`src/rtl/hearts_lives.sv`:
```
// Lives tracker and heart-icon overlay: FSM for lives/invulnerability plus a registered
// hearts drawing layer evaluated against the current scan coordinate.
module hearts_lives #(
    parameter int unsigned MAX_LIVES     = 3,
    parameter int unsigned HEART_X0      = 16,
    parameter int unsigned HEART_Y0      = 8,
    parameter int unsigned HEART_PITCH   = 24,
    parameter int unsigned INVULN_FRAMES = 64,
    parameter logic [7:0]  HEART_RGB     = 8'hE0
) (
    input  logic        clk,
    input  logic        reset,
    input  logic [10:0] pixelX,
    input  logic [10:0] pixelY,
    input  logic        startOfFrame,
    input  logic        gameStart,
    input  logic        playerHit,
    output logic        heartsDR,
    output logic [7:0]  heartsRGB,
    output logic [1:0]  livesCount,
    output logic        gameOver
);

    // Counter needs bit 3 for the blink phase even for short immunity windows.
    localparam int unsigned CntW = ($clog2(INVULN_FRAMES + 1) > 4) ?
                                   $clog2(INVULN_FRAMES + 1) : 4;
    localparam logic [CntW-1:0] LastCnt  = CntW'(INVULN_FRAMES - 1);
    localparam logic [1:0]      MaxLives = 2'(MAX_LIVES);

    typedef enum logic [1:0] {StIdle, StAlive, StInvuln, StDead} state_e;

    state_e          state_q, state_d;
    logic [1:0]      lives_q, lives_d;
    logic [CntW-1:0] cnt_q, cnt_d;
    logic            dr_q, dr_d;
    logic [7:0]      rgb_q, rgb_d;

    logic [11:0] dx, dy;
    logic [15:0] row;
    logic        drawn;

    function automatic logic [15:0] mask_row(input logic [3:0] r);
        logic [15:0] m;
        case (r)
            4'd1:    m = 16'h381C;
            4'd2:    m = 16'h7C3E;
            4'd3:    m = 16'hFE7F;
            4'd4:    m = 16'hFFFF;
            4'd5:    m = 16'hFFFF;
            4'd6:    m = 16'hFFFF;
            4'd7:    m = 16'h7FFE;
            4'd8:    m = 16'h3FFC;
            4'd9:    m = 16'h1FF8;
            4'd10:   m = 16'h0FF0;
            4'd11:   m = 16'h07E0;
            4'd12:   m = 16'h03C0;
            4'd13:   m = 16'h0180;
            default: m = 16'h0000;
        endcase
        return m;
    endfunction

    always_ff @(posedge clk or posedge reset) begin
        if (reset) begin
            state_q <= StIdle;
            lives_q <= 2'd0;
            cnt_q   <= '0;
            dr_q    <= 1'b0;
            rgb_q   <= 8'h00;
        end else begin
            state_q <= state_d;
            lives_q <= lives_d;
            cnt_q   <= cnt_d;
            dr_q    <= dr_d;
            rgb_q   <= rgb_d;
        end
    end

    always_comb begin
        state_d = state_q;
        lives_d = lives_q;
        cnt_d   = cnt_q;
        if (gameStart) begin
            state_d = StAlive;
            lives_d = MaxLives;
            cnt_d   = '0;
        end else begin
            case (state_q)
                StAlive: begin
                    if (playerHit) begin
                        cnt_d = '0;
                        if (lives_q <= 2'd1) begin
                            state_d = StDead;
                            lives_d = 2'd0;
                        end else begin
                            state_d = StInvuln;
                            lives_d = lives_q - 2'd1;
                        end
                    end
                end
                StInvuln: begin
                    if (startOfFrame) begin
                        if (cnt_q == LastCnt) begin
                            state_d = StAlive;
                        end else begin
                            cnt_d = cnt_q + 1'b1;
                        end
                    end
                end
                StIdle, StDead: ;
                default: state_d = StIdle;
            endcase
        end
    end

    // Heart i is drawn when alive-count covers it, or it is the blinking lost heart.
    always_comb begin
        dr_d  = 1'b0;
        dx    = '0;
        dy    = '0;
        row   = '0;
        drawn = 1'b0;
        for (int i = 0; i < 3; i++) begin
            dx    = {1'b0, pixelX} - 12'(HEART_X0 + i * HEART_PITCH);
            dy    = {1'b0, pixelY} - 12'(HEART_Y0);
            row   = mask_row(dy[3:0]);
            drawn = (2'(i) < lives_q) ||
                    (state_q == StInvuln && 2'(i) == lives_q && !cnt_q[3]);
            if (dx < 12'd16 && dy < 12'd16 && drawn && row[dx[3:0]]) begin
                dr_d = 1'b1;
            end
        end
        rgb_d = dr_d ? HEART_RGB : 8'h00;
    end

    assign heartsDR   = dr_q;
    assign heartsRGB  = rgb_q;
    assign livesCount = lives_q;
    assign gameOver   = (state_q == StDead);

endmodule

```
`config.mk`:
```
export PLATFORM = sky130hd
export DESIGN_NAME = hearts_lives
export DESIGN_NICKNAME = d
export VERILOG_FILES = /design/src/rtl/hearts_lives.sv
export SDC_FILE = /design/constraint.sdc
export NUM_CORES = 1
export LEC_CHECK = 0
export ABC_AREA = 0
export BUFFER_PORTS_ARGS = -buffer_cell sky130_fd_sc_hd__clkbuf_2
export CAP_MARGIN = 15
export CORE_MARGIN = 4
export CORE_UTILIZATION = 53
export CTS_CLUSTER_DIAMETER = 60
export DETAILED_ROUTE_END_ITERATION = 10
export GPL_ROUTABILITY_DRIVEN = 0
export GPL_TIMING_DRIVEN = 0
export PLACE_DENSITY = 0.87
export SYNTH_ARGS = -nofsm -noshare
export SYNTH_HDL_FRONTEND = slang
export SYNTH_SLANG_ARGS = --single-unit
```
`constraint.sdc`:
```
create_clock -name clk -period 4.9 [get_ports clk]
set_input_delay 0.735 -clock clk [delete_from_list [all_inputs] [get_ports clk]]
set_output_delay 0.735 -clock clk [all_outputs]
set_load 0.05 [all_outputs]
```
# After elaboration in Yosys (flattened, before gate mapping)
# Memories as Yosys holds them, arrays and structs flattened.
# Cells that the tools add are included.
word_totals:
  reg_bits: 20
  rom_bits: 768
  input_bits: 27
  out_inout_bits: 12
  elab_cells: 86
  mem_count: 3
mem_list:
  columns: ["memory", "depth", "width", "read_ports", "rd_ports_with_merged_regs", "wr", "line_no", "rtl"]
  rows:
  - ["(no name shown)", 16, 16, 1, 0, 0, "44", "case (r)"]
  - ["(no name shown)", 16, 16, 1, 0, 0, "44", null]
  - ["(no name shown)", 16, 16, 1, 0, 0, "44", null]
classes:
  add_sub_neg: 6
  n_lt_le_gt_ge: 11
  n_eq_ne: 10
  n_mux: 25
  n_reduce_logical: 26
op_table:
  columns: ["cell", "count"]
  rows:
  - ["$lt A12 B5 Y1 const B", 4]
  - ["$mux W7", 4]
  - ["$mux W2", 8]
  - ["$logic_and A1 B1 Y1", 15]
  - ["$lt A4 B5 Y1 const B", 3]
  - ["$pmux W7 S2", 1]
  - ["$bmux W1 S4", 3]
  - ["$ne A3 B3 Y1 const B", 4]
  - ["$sub A11 B4 Y12 const B", 1]
  - ["$sub A11 B5 Y12 const B", 1]
  - ["$sub A11 B6 Y12 const B", 1]
  - ["$sub A11 B7 Y12 const B", 1]
  - ["$mux W8", 1]
  - ["$reduce_and A4 Y1", 2]
  - ["$add A7 B1 Y7 const B", 1]
  - ["$eq A7 B6 Y1 const B", 1]
  - ["$mux W1", 7]
  - ["$eq A2 B2 Y1 const B", 2]
  - ["$lt A1 B2 Y1 const A", 2]
  - ["$pmux W2 S2", 1]
  - ["$reduce_bool A2 Y1", 2]
  - ["$logic_or A1 B1 Y1", 3]
  - ["$reduce_bool A3 Y1", 1]
  - ["$eq A1 B2 Y1 const A", 1]
  - ["8 further kinds", 8]

# Logic depth before layout (Yosys ltp)
depth:
  word_depth: 10
  depth_mapped: 8
  mapped_depth_nobuf: 7

# Least setup slack after synthesis
# No wires, ideal clock.
synth_timing:
  path_type: "input-to-reg"
  startpoint: "input port pixelY[1]"
  endpoint: "register rgb_q[6], in the netlist heartsRGB[6]"
  setup_ns: 0.128
  arrival_time_ns: 1.868
  t_required_ns: 4.772
  path_slack_ns: 2.905
  stages: 6
  n_path_buf: 1
  path_cell_list: "buf_6 -> nand2b_4 -> o32a_1 -> a32o_1 -> a221oi_2 -> nor3_1"
synth_via:
  elab_chain_len: 9
  elab_cells_between_ends: 24
  cone_classes: "1 x add/sub; 1 x order compare; 10 x mux; 9 x reduce/logical; 3 x memory"
synth_rtl:
  columns: ["item", "line_no", "rtl"]
  rows:
  - ["start: declaration", "14", "input logic [10:0] pixelY,"]
  - ["$sub A11 B4 Y12 *", "125", "dy = {1'b0, pixelY} - 12'(HEART_Y0);"]
  - ["$mem_v2 Z16 W16 or $lt A12 B5 Y1 (tied branches)", null, null]
  - ["$bmux W1 S4 or $logic_and A1 B1 Y1 (tied branches)", "129", "if (dx < 12'd16 && dy < 12'd16 && drawn && row[dx[3:0]]) begin"]
  - ["$mux W1 (not written as such) or $logic_and A1 B1 Y1 (tied branches)", "129", null]
  - ["$logic_and A1 B1 Y1", "129", null]
  - ["$mux W1 (2 in a row)", "129", null]
  - ["$mux W1 *", "129", null]
  - ["via dr_d", "35", "logic dr_q, dr_d;"]
  - ["$mux W8 *", "133", "rgb_d = dr_d ? HEART_RGB : 8'h00;"]
  - ["end signal: assignment", "75", "rgb_q <= rgb_d;"]
  - ["end: declaration", "36", "logic [7:0] rgb_q, rgb_d;"]
# The timed path passes the listed nets; every way through them passes the cells marked *. The select of a mux whose other input is x is not followed.
# A chain may end at the register's enable or synchronous reset.

# Worst setup path in the final report
layout_timing:
  startpoint: "register cnt_q[0]"
  endpoint: "register cnt_q[5]"
layout_via:
  elab_chain_len: 5
  elab_cells_between_ends: 8
  cone_classes: "1 x add/sub; 2 x eq/ne; 4 x mux; 1 x reduce/logical"
layout_rtl:
  columns: ["item", "line_no", "rtl"]
  rows:
  - ["start: declaration", "34", "logic [CntW-1:0] cnt_q, cnt_d;"]
  - ["start signal: assignment", "73", "cnt_q <= cnt_d;"]
  - ["$add A7 B1 Y7", "106", "cnt_d = cnt_q + 1'b1;"]
  - ["$mux W7", "103", "if (cnt_q == LastCnt) begin"]
  - ["$mux W7", "102", "if (startOfFrame) begin"]
  - ["$pmux W7 S2", "88", "case (state_q)"]
  - ["$mux W7", "83", "if (gameStart) begin"]
# Several ways; a longest one is shown, not always the timed one. The select of a mux whose other input is x is not followed.

==> summary.md <==
- **number of clock buffers inserted by TritonCTS** 3
- **clk sinks** 12
- **reported leakage power** 0.0006337 uW
- **area delta synth->final** 20.65%
- **synth warn** 0
- **final-layout setup total negative slack** 0 ns
- **share of synthesized area occupied by flip-flops and latches** 26.94%
- **multi-input logic area** 699.4 um^2
- **total congestion overflow** 0
- **# nets final** 209
- **Pwr Total** 271.3 uW
- **fill count** 184
- **hold violation total from the final report** 0
- **Final Max Tran Viols** 0
- **Die Y-Extent** 53.87 um
- **clock tree from TritonCTS** yes
- **post-synth design cell area** 1115 um^2
- **maximum buffer depth of the clock tree** 2
- **reg-to-reg critical path startpoint** cnt_q[0]
- **clock skew** 0.004776 ns
- **post-DR vias/cell** 5.488
- **launching element type of the critical path** flip-flop
- **worst-path fanout max** 9
- **Final Routed Wirelength** 2523 um
- **setup slack of the most critical reg-to-reg path** 2.99 ns
- **CTS Root Cell** clkbuf_4
- **post-CTS setup buffers** 0
- **maximum VDD drop** 221.8 uV
- **HPWL reported at the end of detailed placement** 2079 um
- **worst hold-check path type** in -> async
- **CP Data Arrival Time** 2.09 ns
- **worst slack on hold paths** 0.4224 ns
- **post-synthesis async set-or-reset flop share** 100.0%
- **count of max-cap constraint violations** 0
- **number of diodes added for antenna fixing** 0
- **f_max** 524.6 MHz
- **PD cells** 201.7 nW/um^2
- **global-route wire length before repair** 4319 um
- **initial core utilization** 56.25%
- **clock insertion delay at the later pin of the skew report** 0.28 ns
- **number of global-route vias before repair** 1,084
- **CTS H-tree lvls** 1
- **number of flops mapped to enable cells by yosys** 0
- **leading cell types by total area after synthesis** dfrtp_1, o21ai_0, buf_4
- **number of antenna violations at the first check in global routing** 0
- **number of buffers inserted for hold repair after clock tree synthesis** 0
- **Seq cells post-synth** 12
- **Final Cycle Share** 38.90%
- **fraction of final layout cells with drive strength greater than 1** 32.02%
- **number of standard-cell rows in the floorplan** 16
- **unrepaired setup endpoints after global routing** no
- **Die Footprint** 2901 um^2
- **type of the setup path with the least slack** reg -> reg
- **clock-pin slew on the worst setup and hold paths** 0.08 ns
- **initial DRC count** 22
- **area used by sequential logic in the layout** 300.3 um^2
- **Post-Syn Area per Cell** 7.907 um^2
- **result of the run** finished, final reports clean
- **Port Buf Inserts** 29
- **post-detailed-route count of antenna-violating nets** 0
- **number of search-and-repair iterations in the first detailed-routing pass** 4
- **primary flip-flop cell chosen by synthesis mapping** dfrtp_1
- **core region area** 1982 um^2
- **Min Clock Period, post-route** 1.906 ns
- **WL per Instance** 12.31 um
- **synthesized instance count** 141
- **cell depth of the worst flop-to-flop path** 7
- **detailed-route DRC error count** 0
- **total global-route track usage** 20.33%
- **CTS resizes** 0
- **number of distinct library cells after synthesis** 48
- **number of setup violations in the final report** 0
- **Die X** 53.87 um
- **largest area contributor in the synthesized netlist** dfrtp_1
- **Vias** 1,125
- **pin count of the biggest net entering global routing** 13
- **number of placed I/O pins** 39
- **endpoint kind of the worst setup timing path** flip-flop
- **area share of the largest cell type after synthesis** 26.94%
- **destination of the worst register-to-register timing path** cnt_q[5]
- **required arrival time at the worst endpoint** 5.09 ns
[synthesized netlist by cell type, types with 2 or more instances]
master    count
a21oi_1       8
a31oi_1       2
and3_1        2
buf_2         2
buf_4         9
dfrtp_1      12
ha_1          3
inv_1         8
nand2_1      11
nand2b_1      6
nand3_1       4
nor2_1       14
nor2b_1       3
nor3_1        3
nor3b_1       2
o21ai_0      14
o21ai_1       2
o31ai_1       3
o32a_1        2
o32ai_1       2
or2_1         2
[through the flow]
stage,setup slack [ns],util [%],cells,instance area [um^2]
finish,2.994,67.87,205,1345
global route,2.866,67.87,205,1345
CTS,2.990,67.87,205,1345
detailed placement,2.772,66.04,201,1309
global placement,2.820,66.04,201,1309
floorplan,2.905,-,145,1130
[kinds of logic after synthesis]
group,count (synthesis),synth area share [%]
buffers and inverters,22,11.67
AOI/OAI and AO/OA,44,28.06
DFF,12,26.94
adders and majority gates,3,3.367
other,1,0.3364
xor gates and xnor gates,1,0.7858
and+or+nand+nor,58,28.85
[sequential cells by signal, indices dropped and copies added (netlist names)]
| signal | count |
|---|---|
| cnt_q | 7 |
| heartsRGB | 1 |
| livesCount | 2 |
| state_q | 2 |
[power by group]
| part | switching (uW) | total (uW) | internal [uW] |
|---|---|---|---|
| registers | 4.88 | 107 | 102 |
| logic | 51.5 | 84.1 | 32.6 |
| clock network | 35.0 | 80.3 | 45.3 |
[layer usage]
layer	track usage [%]	share of wire (%)	vias up
li1	-	-	570
met1	22.34	42	517
met2	37.30	50	32
met3	4.155	6.7	6
met4	8.511	1.5	0
met5	0	0	-
[worst max path at each step]
stage                               to  depth (start not counted)       start  slack, ns
final                         cnt_q[5]                          7    cnt_q[0]       2.99
after global routing          cnt_q[5]                          7    cnt_q[0]       2.87
after CTS                     cnt_q[5]                          7    cnt_q[0]       2.99
after detailed placement  heartsRGB[6]                          5  pixelX[10]       2.77
after global placement    heartsRGB[6]                          5  pixelX[10]       2.82
after floorplan           heartsRGB[6]                          6   pixelY[1]       2.90
[worst max-delay path: stages, from the launching register on]
cell     delay (ns)
dfrtp_1        0.41
ha_1           0.25
nand3_2        0.12
nor3_2         0.07
o31ai_1        0.27
nor2_2         0.13
or2_1          0.30
o31ai_2        0.25
[placed cells by master, fill, tap and decap left out, types with 2 or more instances in the layout]
master / n
a21oi_1: 8
conb_1: 5
a31oi_1: 2
buf_4: 9
nor3b_1: 2
inv_1: 8
nand3_1: 4
clkbuf_2: 29
and3_1: 2
dfrtp_1: 12
ha_1: 3
or2_1: 2
o21ai_0: 14
o31ai_1: 3
o21ai_1: 2
nor3_1: 3
nor2_1: 14
clkbuf_4: 4
o32ai_1: 2
nand2b_1: 6
buf_2: 2
nor2b_1: 3
o32a_1: 2
nand2_1: 11
[layout make-up]
| class | instances | share of cell area [%] |
|---|---|---|
| multi-input cells | 111 | 52.00 |
| flip-flops and latches | 12 | 22.33 |
| repair buffers | 29 | 10.79 |
| plain buffers | 13 | 7.163 |
| clock buffers | 4 | 2.698 |
| inverters | 9 | 2.512 |
| well taps | 27 | 2.512 |
Power figures use the tool's default switching activity.
